## src/rtl/kb_pkg.sv

```systemverilog
// rtl/kb_pkg.sv - shared constants, FSM state type and byte classifier for the keyboard scan sequencer
//
// Contents:
//   KB_BREAK / KB_EXT        prefix bytes (F0 break, E0 extended)
//   KB_IGN_*                 non-key bytes the keyboard emits (errors, BAT, echo, ack, resend)
//   kb_state_e               make/break/extended protocol state
//   kb_is_ignored()          true for bytes that never denote a key
package kb_pkg;

  localparam logic [7:0] KB_BREAK      = 8'hF0;
  localparam logic [7:0] KB_EXT        = 8'hE0;

  localparam logic [7:0] KB_IGN_ERR0   = 8'h00;
  localparam logic [7:0] KB_IGN_BAT    = 8'hAA;
  localparam logic [7:0] KB_IGN_ECHO   = 8'hEE;
  localparam logic [7:0] KB_IGN_ACK    = 8'hFA;
  localparam logic [7:0] KB_IGN_RESEND = 8'hFE;
  localparam logic [7:0] KB_IGN_ERR1   = 8'hFF;

  typedef enum logic [1:0] {
    IDLE    = 2'd0,
    BRK     = 2'd1,
    EXT     = 2'd2,
    EXT_BRK = 2'd3
  } kb_state_e;

  function automatic logic kb_is_ignored(input logic [7:0] b);
    return (b == KB_IGN_ERR0) || (b == KB_IGN_BAT)    || (b == KB_IGN_ECHO) ||
           (b == KB_IGN_ACK)  || (b == KB_IGN_RESEND) || (b == KB_IGN_ERR1);
  endfunction

endpackage

```

## src/rtl/kb_scan_ctrl_if.sv

```systemverilog
// rtl/kb_scan_ctrl_if.sv - scan-byte input and key-code output bundle of the keyboard scan sequencer
//
// Signals:
//   scan_done_tick  one-cycle pulse, scan_out holds a fresh PS/2 byte
//   scan_out[7:0]   received byte
//   key_ready       consumer accepts the head key code this cycle
//   key_valid       key queue non-empty
//   key_code[7:0]   head-of-queue make code (00 when empty)
//   overflow        sticky, a key was dropped on a full queue
//   key_held        a non-extended key is currently down
// Modports:
//   master  byte source / key consumer side
//   slave   the sequencer itself
interface kb_scan_ctrl_if;

  logic       scan_done_tick;
  logic [7:0] scan_out;
  logic       key_ready;
  logic       key_valid;
  logic [7:0] key_code;
  logic       overflow;
  logic       key_held;

  modport master (
    output scan_done_tick,
    output scan_out,
    output key_ready,
    input  key_valid,
    input  key_code,
    input  overflow,
    input  key_held
  );

  modport slave (
    input  scan_done_tick,
    input  scan_out,
    input  key_ready,
    output key_valid,
    output key_code,
    output overflow,
    output key_held
  );

endinterface

```

## src/rtl/kb_fifo.sv

```systemverilog
// rtl/kb_fifo.sv - first-word-fall-through queue for key codes
//
// Parameters: DEPTH (power of two, 2..16), WIDTH (entry width)
// Ports:
//   clk, rst_n      clock, asynchronous active-low reset
//   push, push_data write request and data; dropped when full unless a pop frees a slot
//   pop             read request; ignored when empty
//   head_data       current head entry, zero whenever empty
//   full, empty     occupancy flags
module kb_fifo #(
  parameter int DEPTH = 8,
  parameter int WIDTH = 8
) (
  input  logic             clk,
  input  logic             rst_n,
  input  logic             push,
  input  logic [WIDTH-1:0] push_data,
  input  logic             pop,
  output logic [WIDTH-1:0] head_data,
  output logic             full,
  output logic             empty
);

  localparam int AW = $clog2(DEPTH);

  logic [AW-1:0]    wr_ptr_q, wr_ptr_d;
  logic [AW-1:0]    rd_ptr_q, rd_ptr_d;
  logic [AW:0]      count_q, count_d;
  logic [WIDTH-1:0] mem_q [DEPTH];
  logic [WIDTH-1:0] mem_d [DEPTH];
  logic             do_push;
  logic             do_pop;

  assign empty = (count_q == '0);
  assign full  = (count_q == (AW+1)'(DEPTH));

  // A pop on a full queue frees the slot the same-cycle push lands in.
  assign do_pop  = pop & ~empty;
  assign do_push = push & (~full | do_pop);

  always_comb begin
    mem_d    = mem_q;
    wr_ptr_d = wr_ptr_q;
    rd_ptr_d = rd_ptr_q;
    count_d  = count_q;
    if (do_push) begin
      mem_d[wr_ptr_q] = push_data;
      wr_ptr_d        = wr_ptr_q + 1'b1;
    end
    if (do_pop) begin
      rd_ptr_d = rd_ptr_q + 1'b1;
    end
    case ({do_push, do_pop})
      2'b10:   count_d = count_q + 1'b1;
      2'b01:   count_d = count_q - 1'b1;
      default: count_d = count_q;
    endcase
  end

  always_ff @(posedge clk or negedge rst_n) begin
    if (!rst_n) begin
      wr_ptr_q <= '0;
      rd_ptr_q <= '0;
      count_q  <= '0;
      for (int i = 0; i < DEPTH; i++) begin
        mem_q[i] <= '0;
      end
    end else begin
      wr_ptr_q <= wr_ptr_d;
      rd_ptr_q <= rd_ptr_d;
      count_q  <= count_d;
      mem_q    <= mem_d;
    end
  end

  // Head is read straight from storage, so it only moves on a pop or on the
  // first write into an empty queue.
  assign head_data = empty ? '0 : mem_q[rd_ptr_q];

endmodule

```

## src/rtl/kb_scan_ctrl.sv

```systemverilog
// rtl/kb_scan_ctrl.sv - PS/2 make/break/extended sequencer feeding a key-code queue
//
// Parameters: FIFO_DEPTH (key queue entries), TIMEOUT (cycles allowed after a prefix byte)
// Ports:
//   clk     system clock
//   reset   asynchronous active-low reset
//   kb      kb_scan_ctrl_if.slave: scan_done_tick/scan_out in, key_ready in,
//           key_valid/key_code/overflow/key_held out
module kb_scan_ctrl
  import kb_pkg::*;
#(
  parameter int FIFO_DEPTH = 8,
  parameter int TIMEOUT    = 50000
) (
  input  logic           clk,
  input  logic           reset,
  kb_scan_ctrl_if.slave  kb
);

  localparam int TW = $clog2(TIMEOUT + 1);

  kb_state_e   state_q, state_d;
  kb_state_e   cur_state;
  logic [TW-1:0] tmo_q, tmo_d;
  logic        held_q, held_d;
  logic [7:0]  held_code_q, held_code_d;
  logic        ovf_q, ovf_d;

  logic        push;
  logic        pop_acc;
  logic        fifo_full;
  logic        fifo_empty;
  logic        tmo_fire;
  logic [7:0]  b;

  assign b       = kb.scan_out;
  assign pop_acc = ~fifo_empty & kb.key_ready;

  // The prefix window expires on the TIMEOUT-th cycle spent waiting; a byte
  // arriving on that very cycle is decoded as if already back in IDLE.
  assign tmo_fire  = (state_q != IDLE) && (tmo_q == TW'(TIMEOUT - 1));
  assign cur_state = tmo_fire ? IDLE : state_q;

  always_comb begin
    state_d     = cur_state;
    held_d      = held_q;
    held_code_d = held_code_q;
    push        = 1'b0;

    if (kb.scan_done_tick) begin
      unique case (cur_state)
        IDLE: begin
          if (b == KB_BREAK) begin
            state_d = BRK;
          end else if (b == KB_EXT) begin
            state_d = EXT;
          end else if (!kb_is_ignored(b)) begin
            // Typematic repeat of the key already down is swallowed.
            if (!(held_q && (b == held_code_q))) begin
              push        = 1'b1;
              held_d      = 1'b1;
              held_code_d = b;
            end
          end
        end
        BRK: begin
          if (b == held_code_q) begin
            held_d = 1'b0;
          end
          state_d = IDLE;
        end
        EXT: begin
          state_d = (b == KB_BREAK) ? EXT_BRK : IDLE;
        end
        EXT_BRK: begin
          state_d = IDLE;
        end
        default: begin
          state_d = IDLE;
        end
      endcase
    end

    // Counter runs only while parked in a prefix state with no new byte.
    tmo_d = '0;
    if ((state_d != IDLE) && (state_d == state_q) && !kb.scan_done_tick) begin
      tmo_d = tmo_q + 1'b1;
    end

    // A drop only happens when no pop freed a slot, so set never meets clear;
    // set is still written first to make the priority explicit.
    if (push && fifo_full && !pop_acc) begin
      ovf_d = 1'b1;
    end else if (pop_acc) begin
      ovf_d = 1'b0;
    end else begin
      ovf_d = ovf_q;
    end
  end

  always_ff @(posedge clk or negedge reset) begin
    if (!reset) begin
      state_q     <= IDLE;
      tmo_q       <= '0;
      held_q      <= 1'b0;
      held_code_q <= 8'h00;
      ovf_q       <= 1'b0;
    end else begin
      state_q     <= state_d;
      tmo_q       <= tmo_d;
      held_q      <= held_d;
      held_code_q <= held_code_d;
      ovf_q       <= ovf_d;
    end
  end

  kb_fifo #(
    .DEPTH (FIFO_DEPTH),
    .WIDTH (8)
  ) u_fifo (
    .clk       (clk),
    .rst_n     (reset),
    .push      (push),
    .push_data (b),
    .pop       (kb.key_ready),
    .head_data (kb.key_code),
    .full      (fifo_full),
    .empty     (fifo_empty)
  );

  assign kb.key_valid = ~fifo_empty;
  assign kb.overflow  = ovf_q;
  assign kb.key_held  = held_q;

endmodule

```

## src/flat_wrapper.sv

```systemverilog
// flat-port wrapper written by rule: the top's interface ports become plain ports
module kb_scan_ctrl_flat import kb_pkg::*;
#(
  parameter int FIFO_DEPTH = 8,
  parameter int TIMEOUT    = 50000
)
  (clk, reset, kb_scan_done_tick, kb_scan_out, kb_key_ready, kb_key_valid, kb_key_code, kb_overflow, kb_key_held);
  kb_scan_ctrl_if kb_i ();
  input  logic clk;
  input  logic reset;
  input wire logic [$bits(kb_i.scan_done_tick)-1:0] kb_scan_done_tick;
  input wire logic [$bits(kb_i.scan_out)-1:0] kb_scan_out;
  input wire logic [$bits(kb_i.key_ready)-1:0] kb_key_ready;
  output wire logic [$bits(kb_i.key_valid)-1:0] kb_key_valid;
  output wire logic [$bits(kb_i.key_code)-1:0] kb_key_code;
  output wire logic [$bits(kb_i.overflow)-1:0] kb_overflow;
  output wire logic [$bits(kb_i.key_held)-1:0] kb_key_held;
  assign kb_i.scan_done_tick = kb_scan_done_tick;
  assign kb_i.scan_out = kb_scan_out;
  assign kb_i.key_ready = kb_key_ready;
  assign kb_key_valid = kb_i.key_valid;
  assign kb_key_code = kb_i.key_code;
  assign kb_overflow = kb_i.overflow;
  assign kb_key_held = kb_i.key_held;
  kb_scan_ctrl #(.FIFO_DEPTH(FIFO_DEPTH), .TIMEOUT(TIMEOUT)) u_core (.clk(clk), .reset(reset), .kb(kb_i));
endmodule
```

## config.mk

```make
export PLATFORM = sky130hd
export DESIGN_NAME = kb_scan_ctrl_flat
export DESIGN_NICKNAME = d
export VERILOG_FILES = /design/src/rtl/kb_pkg.sv /design/src/rtl/kb_scan_ctrl_if.sv /design/src/rtl/kb_fifo.sv /design/src/rtl/kb_scan_ctrl.sv /design/src/flat_wrapper.sv
export SDC_FILE = /design/constraint.sdc
export NUM_CORES = 1
export LEC_CHECK = 0
export CORE_AREA = 2 2 134 136
export CTS_CLUSTER_DIAMETER = 50
export DETAILED_ROUTE_END_ITERATION = 7
export DIE_AREA = 0 0 136 138
export HOLD_SLACK_MARGIN = 0.05
export MAX_ROUTING_LAYER = met4
export PLACE_DENSITY_LB_ADDON = 0.2
export SYNTH_ARGS = -nofsm -noshare
export SYNTH_HDL_FRONTEND = slang
export SYNTH_SLANG_ARGS = --single-unit
```

## constraint.sdc

```tcl
create_clock -name clk -period 3.3 [get_ports clk]
set_clock_uncertainty 0.1 [all_clocks]
set_input_delay 0.33 -clock clk [delete_from_list [all_inputs] [get_ports clk]]
set_output_delay 0.33 -clock clk [all_outputs]
set_load 0.1 [all_outputs]
```

Word-level counts from Yosys, hierarchy flattened. Cells that the tools add are included.

Register bits after elaboration: 102. Input bits: 12. Word-level logic and storage cells: 110.

$add $sub $neg: 5. $lt $le $gt $ge: 3. Equality and inequality tests: 21. Multiplexer cells: 29. Bitwise operators: 11. Reduce and logical (&&, ||, !) cells: 25.

Operators by type and width (count): bitwise mux 64 bit (1); equality test 8 bit, second input constant (7); 2-to-1 mux 8 bit (4); binary-select mux 8 bit (select 3 bit) (1); demux 8 bit (select 3 bit) (1); adder 16 x 1 -> 16 bit, second input constant (1); equality test 16 bit, second input constant (1); 2-to-1 mux 16 bit (1); 2-to-1 mux 1 bit (13); 2-to-1 mux 2 bit (5); nonzero test 2 bit (5); equality test 8 bit (1); greater-or-equal comparator 4 bit, second input constant (2); zero test 8 bit (1); != test 2 bit, second input constant (4); inverter 3 -> 4 bit (2); case mux 4 bit (2 select lines) (1); logical AND 1 bit (7); AND reduction 7 bit (1); adder 3 x 1 -> 3 bit, second input constant (2); equality test 2 bit, second input constant (3); inverter 1 bit (6); case mux 2 bit (3 select lines) (1); AND reduction 6 bit (1); other kinds (15) (22).

Depth between registers and ports, before layout.
Depth in word-level cells: 14. Depth in mapped cells: 16. Gate-level depth less buffers: 13.

Hierarchy. Synthesis repeated with hierarchy kept, for this count alone.

Cells, all modules: 397. Area total of the unflattened synthesis: 5151.2 sq um.

Modules (own cells, without submodules): kb_fifo (times used 1, cells each 255, area an instance 3667.3 sq um); kb_scan_ctrl (times used 1, cells each 142, area an instance 1483.9 sq um).

Least setup slack after synthesis. Ideal clock, no wire load.

Path kind: register -> output. From: register u_core.u_fifo.rd_ptr_q[0]. To: output port kb_key_code[6]. Data arrival time: 2.959 ns. Slack: -0.089 ns. Stages on the path, launching flop included: 6. Path buffers: 2. Path through: dfrtp_1 > clkbuf_1 > buf_1 > mux4_2 > mux2i_1 > nor2_1.

Cells in the longest elaborated chain, start to end: 5.

RTL lines: from (decl) (RTL line kb_fifo.sv:27) `logic [AW-1:0] rd_ptr_q, rd_ptr_d;`; from (signal assigned) (RTL line kb_fifo.sv:70) `rd_ptr_q <= rd_ptr_d;`; inverter 3 -> 4 bit (not written as such) (RTL line kb_fifo.sv:78) `assign head_data = empty ? '0 : mem_q[rd_ptr_q];`; binary-select mux 8 bit (select 3 bit) (RTL line kb_fifo.sv:78); 2-to-1 mux 8 bit (not written as such) (2 in series) (RTL line kb_fifo.sv:78); 2-to-1 mux 8 bit (RTL line kb_fifo.sv:78); to (decl) (RTL line flat_wrapper.sv:15) `output wire logic [$bits(kb_i.key_code)-1:0] kb_key_code;`.

Every way passes these cells. The select of a mux whose other input is x is not followed.

Final worst setup path.
From: register u_core.tmo_q[0]. To: register u_core.u_fifo.mem_q[13] in the netlist's numbering.

Cells in the longest elaborated chain, start to end: 7.

RTL lines: from (decl) (RTL line kb_scan_ctrl.sv:24) `logic [TW-1:0] tmo_q, tmo_d;`; from (signal assigned) (RTL line kb_scan_ctrl.sv:110) `tmo_q <= tmo_d;`; equality test 16 bit (RTL line kb_scan_ctrl.sv:41) `assign tmo_fire = (state_q != IDLE) && (tmo_q == TW'(TIMEOUT - 1));`; logical AND 1 bit (RTL line kb_scan_ctrl.sv:41); 2-to-1 mux 2 bit (RTL line kb_scan_ctrl.sv:42) `assign cur_state = tmo_fire ? IDLE : state_q;`; zero test 2 bit (RTL line kb_scan_ctrl.sv:51) `unique case (cur_state)`; 2-to-1 mux 1 bit (RTL line kb_scan_ctrl.sv:51); 2-to-1 mux 1 bit (RTL line kb_scan_ctrl.sv:50) `if (kb.scan_done_tick) begin`; AND 1 bit (RTL line kb_fifo.sv:39) `assign do_push = push & (~full | do_pop);`; to (signal assigned) (RTL line kb_fifo.sv:72) `mem_q <= mem_d;`; to (decl) (RTL line kb_fifo.sv:29) `logic [WIDTH-1:0] mem_q [DEPTH];`.

Every way passes these cells. A chain may end at the register's enable or synchronous reset.

==> summary.txt <==
Status
  • Status: completed

Critical path
  • Worst Setup Start Kind: flop
  • CP arrival: 3.12 ns
  • Crit path from: u_core.tmo_q[0]$_DFF_PN0_
  • Critical Path RT: 3.43 ns
  • Crit-path slowest cell: or4_1
  • Worst setup path end: u_core.u_fifo.mem_q[13]$_DFFE_PN0P_
  • Reg-to-reg endpoint: u_core.u_fifo.mem_q[13]$_DFFE_PN0P_
  • Crit path depth: 8
  • Critical Path End Type: flop
  • Critical-path cell list: ha_1 -> and3_1 -> nand4_4 -> a21oi_2 -> nand3_2 -> buf_4 -> or4_1 -> mux2_4
  • Internal reg-to-reg setup slack: 0.32 ns
  • CP bufs+invs: 1
  • Kind of critical path: reg -> reg
  • Crit Path Max Fanout: 11
  • Largest stage delay, worst path: 0.75 ns
  • Cell family with most CP delay: simple AND/OR/NAND/NOR gates
  • R2r worst-path depth: 8
  • R2R Path Start: u_core.tmo_q[0]$_DFF_PN0_

Detailed routing
  • Pre-Repair DR Iteration Count: 4
  • DR vias/cell: 4.73
  • DRC: 0
  • Via count: 3110
  • Routed Wire Length: 11.2 mm
  • Drt initial violations: 156
  • WL per Instance: 17.0 microns
  • Final ANT Viol Nets: 0

Die
  • Initial core utilization: 29.3%
  • Core ar.: 0.0175 sq mm
  • IO Pins: 23
  • Die H: 138 microns
  • Die area: 0.0188 sq mm
  • Rows: 49
  • Die X-Extent: 136 microns

Power
  • Pwr Total: 6.07 mW
  • Worst IR Drop VDD: 0.000527 V
  • Leak Pwr: 2.60 nW
  • PwrDens: 1010 mW/mm^2

Clock tree
  • Insertion delay to the later sink of the worst-skew pair: 0.35 ns
  • Htree depth: 3
  • Setup Buffers After CTS: 0
  • Clk root buf: clkbuf_16
  • Number of CTS-inserted buffers: 9
  • Clock slew at reported path FFs: 0.06 ns
  • Clock buffer depth: 2
  • CTS resizes: 0
  • Clock Sinks: 102
  • TritonCTS clock tree: done

Timing
  • Max_slew headroom: 34.5%
  • Count of final hold-check violations: 0
  • Worst Max-Slew Pin Slew: 0.980 ns
  • Final hold slack: 0.357 ns
  • Slew Limit Fails: 0
  • Sum of negative setup slack: 0 ns
  • Setup violators final: 0
  • Peak Freq: 335 MHz
  • RSZ-0062 raised after global routing: false
  • Final min period: 2.98 ns
  • Final period utilization: 90.4%

Global routing
  • Initial antenna violation count: 0
  • Largest net degree at the start of global routing: 36
  • GR Util All Layers: 13.6%
  • First-pass GRT wire length: 18.9 mm
  • Gr ovfl total: 0
  • Vias in the first global route: 3400

Hold path
  • Hold WC Path Type: reg -> reg

Job
  • Max-capacitance violation count: 0

Placement
  • IO buf count: 22
  • Placed Area: 0.00569 sq mm
  • Final HPWL DP: 7.91 mm
  • Placed insts: 641
  • Final Wtd Congestion: 0.763

Logic synthesis
  • Synthesized Nets: 408
  • Sequential fraction of the synthesis area: 49.6%
  • Post-Syn Instances: 390
  • Synth top area cells: dfrtp_1, mux2_2, mux4_2, mux2_4, xor2_1
  • Yosys top cell by area: dfrtp_1
  • Yosys top cell area share: 49.6%
  • Commonest cells post-synth: dfrtp_1, mux2_2, nor2_1
  • EDFF count, synth: 0
  • Synth Flop Type: dfrtp_1
  • #FFs+latches synth: 102
  • Synthesis Warnings: 0
  • Mapped Area: 0.00514 sq mm
  • Async set or reset register ratio after synthesis: 100%
  • Most frequent cell after synthesis: dfrtp_1
  • Syn_area_per_cell: 13.2 sq um
  • Synth cell types: 49

Cells and area
  • Share of cells above drive strength 1: 37.1%
  • Filler cells: 1754
  • Post-Layout Inst Area: 0.00602 sq mm
  • P&R area growth vs syn: 17.0%
  • Final non-filler cell total: 657
  • Nets: 442
  • Diodes inserted: 0
-- worst min path at each step --
stage	from	end	slack, ns	depth (start not counted)
6_report	u_core.tmo_q[0]$_DFF_PN0_	u_core.tmo_q[0]$_DFF_PN0_	0.36	1
5_1_grt	u_core.tmo_q[0]$_DFF_PN0_	u_core.tmo_q[0]$_DFF_PN0_	0.40	1
4_1_cts	u_core.tmo_q[0]$_DFF_PN0_	u_core.tmo_q[0]$_DFF_PN0_	0.36	1
3_5_place_dp	reset	u_core.u_fifo.mem_q[23]$_DFFE_PN0P_	0.22	1
3_3_place_gp	reset	u_core.u_fifo.mem_q[23]$_DFFE_PN0P_	0.22	1
2_1_floorplan	reset	u_core.held_code_q[0]$_DFFE_PN0P_	-0.07	0
-- worst reg2reg max path, cell delays in order, from the launching register on --
cell     delay [ns]
dfrtp_1        0.37
ha_1           0.19
and3_1         0.31
nand4_4        0.21
a21oi_2        0.26
nand3_2        0.10
buf_4          0.20
or4_1          0.75
mux2_4         0.38
-- what timing repair did --
item	in CTS	in global routing
endpoints found under the hold margin	32	0
setup endpoints to repair	0	0
hold buffers	1	0
-- metrics by stage --
step | worst slack (ns) | util [%]
after floorplan | 0.158 | -
after CTS | 0.281 | 34.3
after global routing | 0.166 | 34.3
after detailed placement | 0.0722 | 32.5
after global placement | 0.0778 | 32.5
final | 0.318 | 34.3
-- where the power goes --
group          switching (mW)  internal [mW]  leakage (nW)
combinational            1.69           1.18          1.19
clock                   0.459          0.683         0.153
sequential              0.324           1.73          1.26
-- flip-flops by register name, summed over array words and instances (netlist names), 2 cells and up --
register	cells
u_core.u_fifo.wr_ptr_q	3
u_core.state_q	2
u_core.tmo_q	16
u_core.held_code_q	8
u_core.u_fifo.count_q	4
u_core.u_fifo.mem_q	64
u_core.u_fifo.rd_ptr_q	3
-- cells in the final DEF (no fill, tap or decap), types with 2 or more instances in the layout --
cell / Yosys / final
o21ai_0: 4 / 4
clkbuf_1: 10 / 2
or4_1: 6 / 6
nand3b_1: 2 / 2
nor3_1: 2 / 2
mux2i_1: 9 / 9
ha_1: 5 / 5
mux2_2: 59 / 59
nand3_1: 8 / 8
nor2_1: 30 / 22
nor2b_1: 2 / 2
nand2b_1: 3 / 3
dfrtp_1: 102 / 102
nor4_4: 2 / 2
nand2_1: 18 / 18
clkbuf_16: 0 / 9
bufinv_16: 0 / 2
clkdlybuf4s50_1: 0 / 12
and3_1: 5 / 5
a22o_1: 2 / 2
and4bb_2: 2 / 2
inv_1: 10 / 10
xor2_1: 18 / 18
xnor2_1: 13 / 13
a21oi_1: 2 / 2
a21o_1: 2 / 2
nor4_1: 3 / 3
or2_2: 2 / 2
mux2_4: 13 / 13
nand4_1: 2 / 2
and3_2: 3 / 3
nor2_2: 1 / 9
a31oi_1: 3 / 3
mux4_2: 16 / 16
and2_1: 2 / 2
nor4b_4: 2 / 2
buf_4: 0 / 34
-- logic make-up after synthesis --
kind of cell               Yosys count  share of synthesized area (%)
xor gates and xnor gates            31                           5.28
adders and majority gates            6                           1.61
and+or+nand+nor                    100                           11.9
AOI/OAI and AO/OA                   20                           2.73
DFF                                102                           49.6
buffers and inverters               34                           3.31
muxes                               97                           25.5
-- final cells by class --
type	instances	area (sq um)	share of cell area, %
inverters	10	37.5	0.624
flip-flops and latches	102	2550	42.4
multi-input cells	254	2440	40.5
repair buffers	47	385	6.41
clock buffers	12	246	4.10
clock inverters	3	68.8	1.14
well taps	229	287	4.76
-- routing by layer --
layer,track usage [%],part of all wire (%),up-vias,wire length (microns)
met4,3.29,1.0,0,117
met1,17.2,46,1624,5170
met2,21.7,50,21,5570
li1,-,-,1457,-
met5,-,0,-,0
met3,3.74,2.8,8,310
No activity file was read; power rests on OpenSTA's default activity.
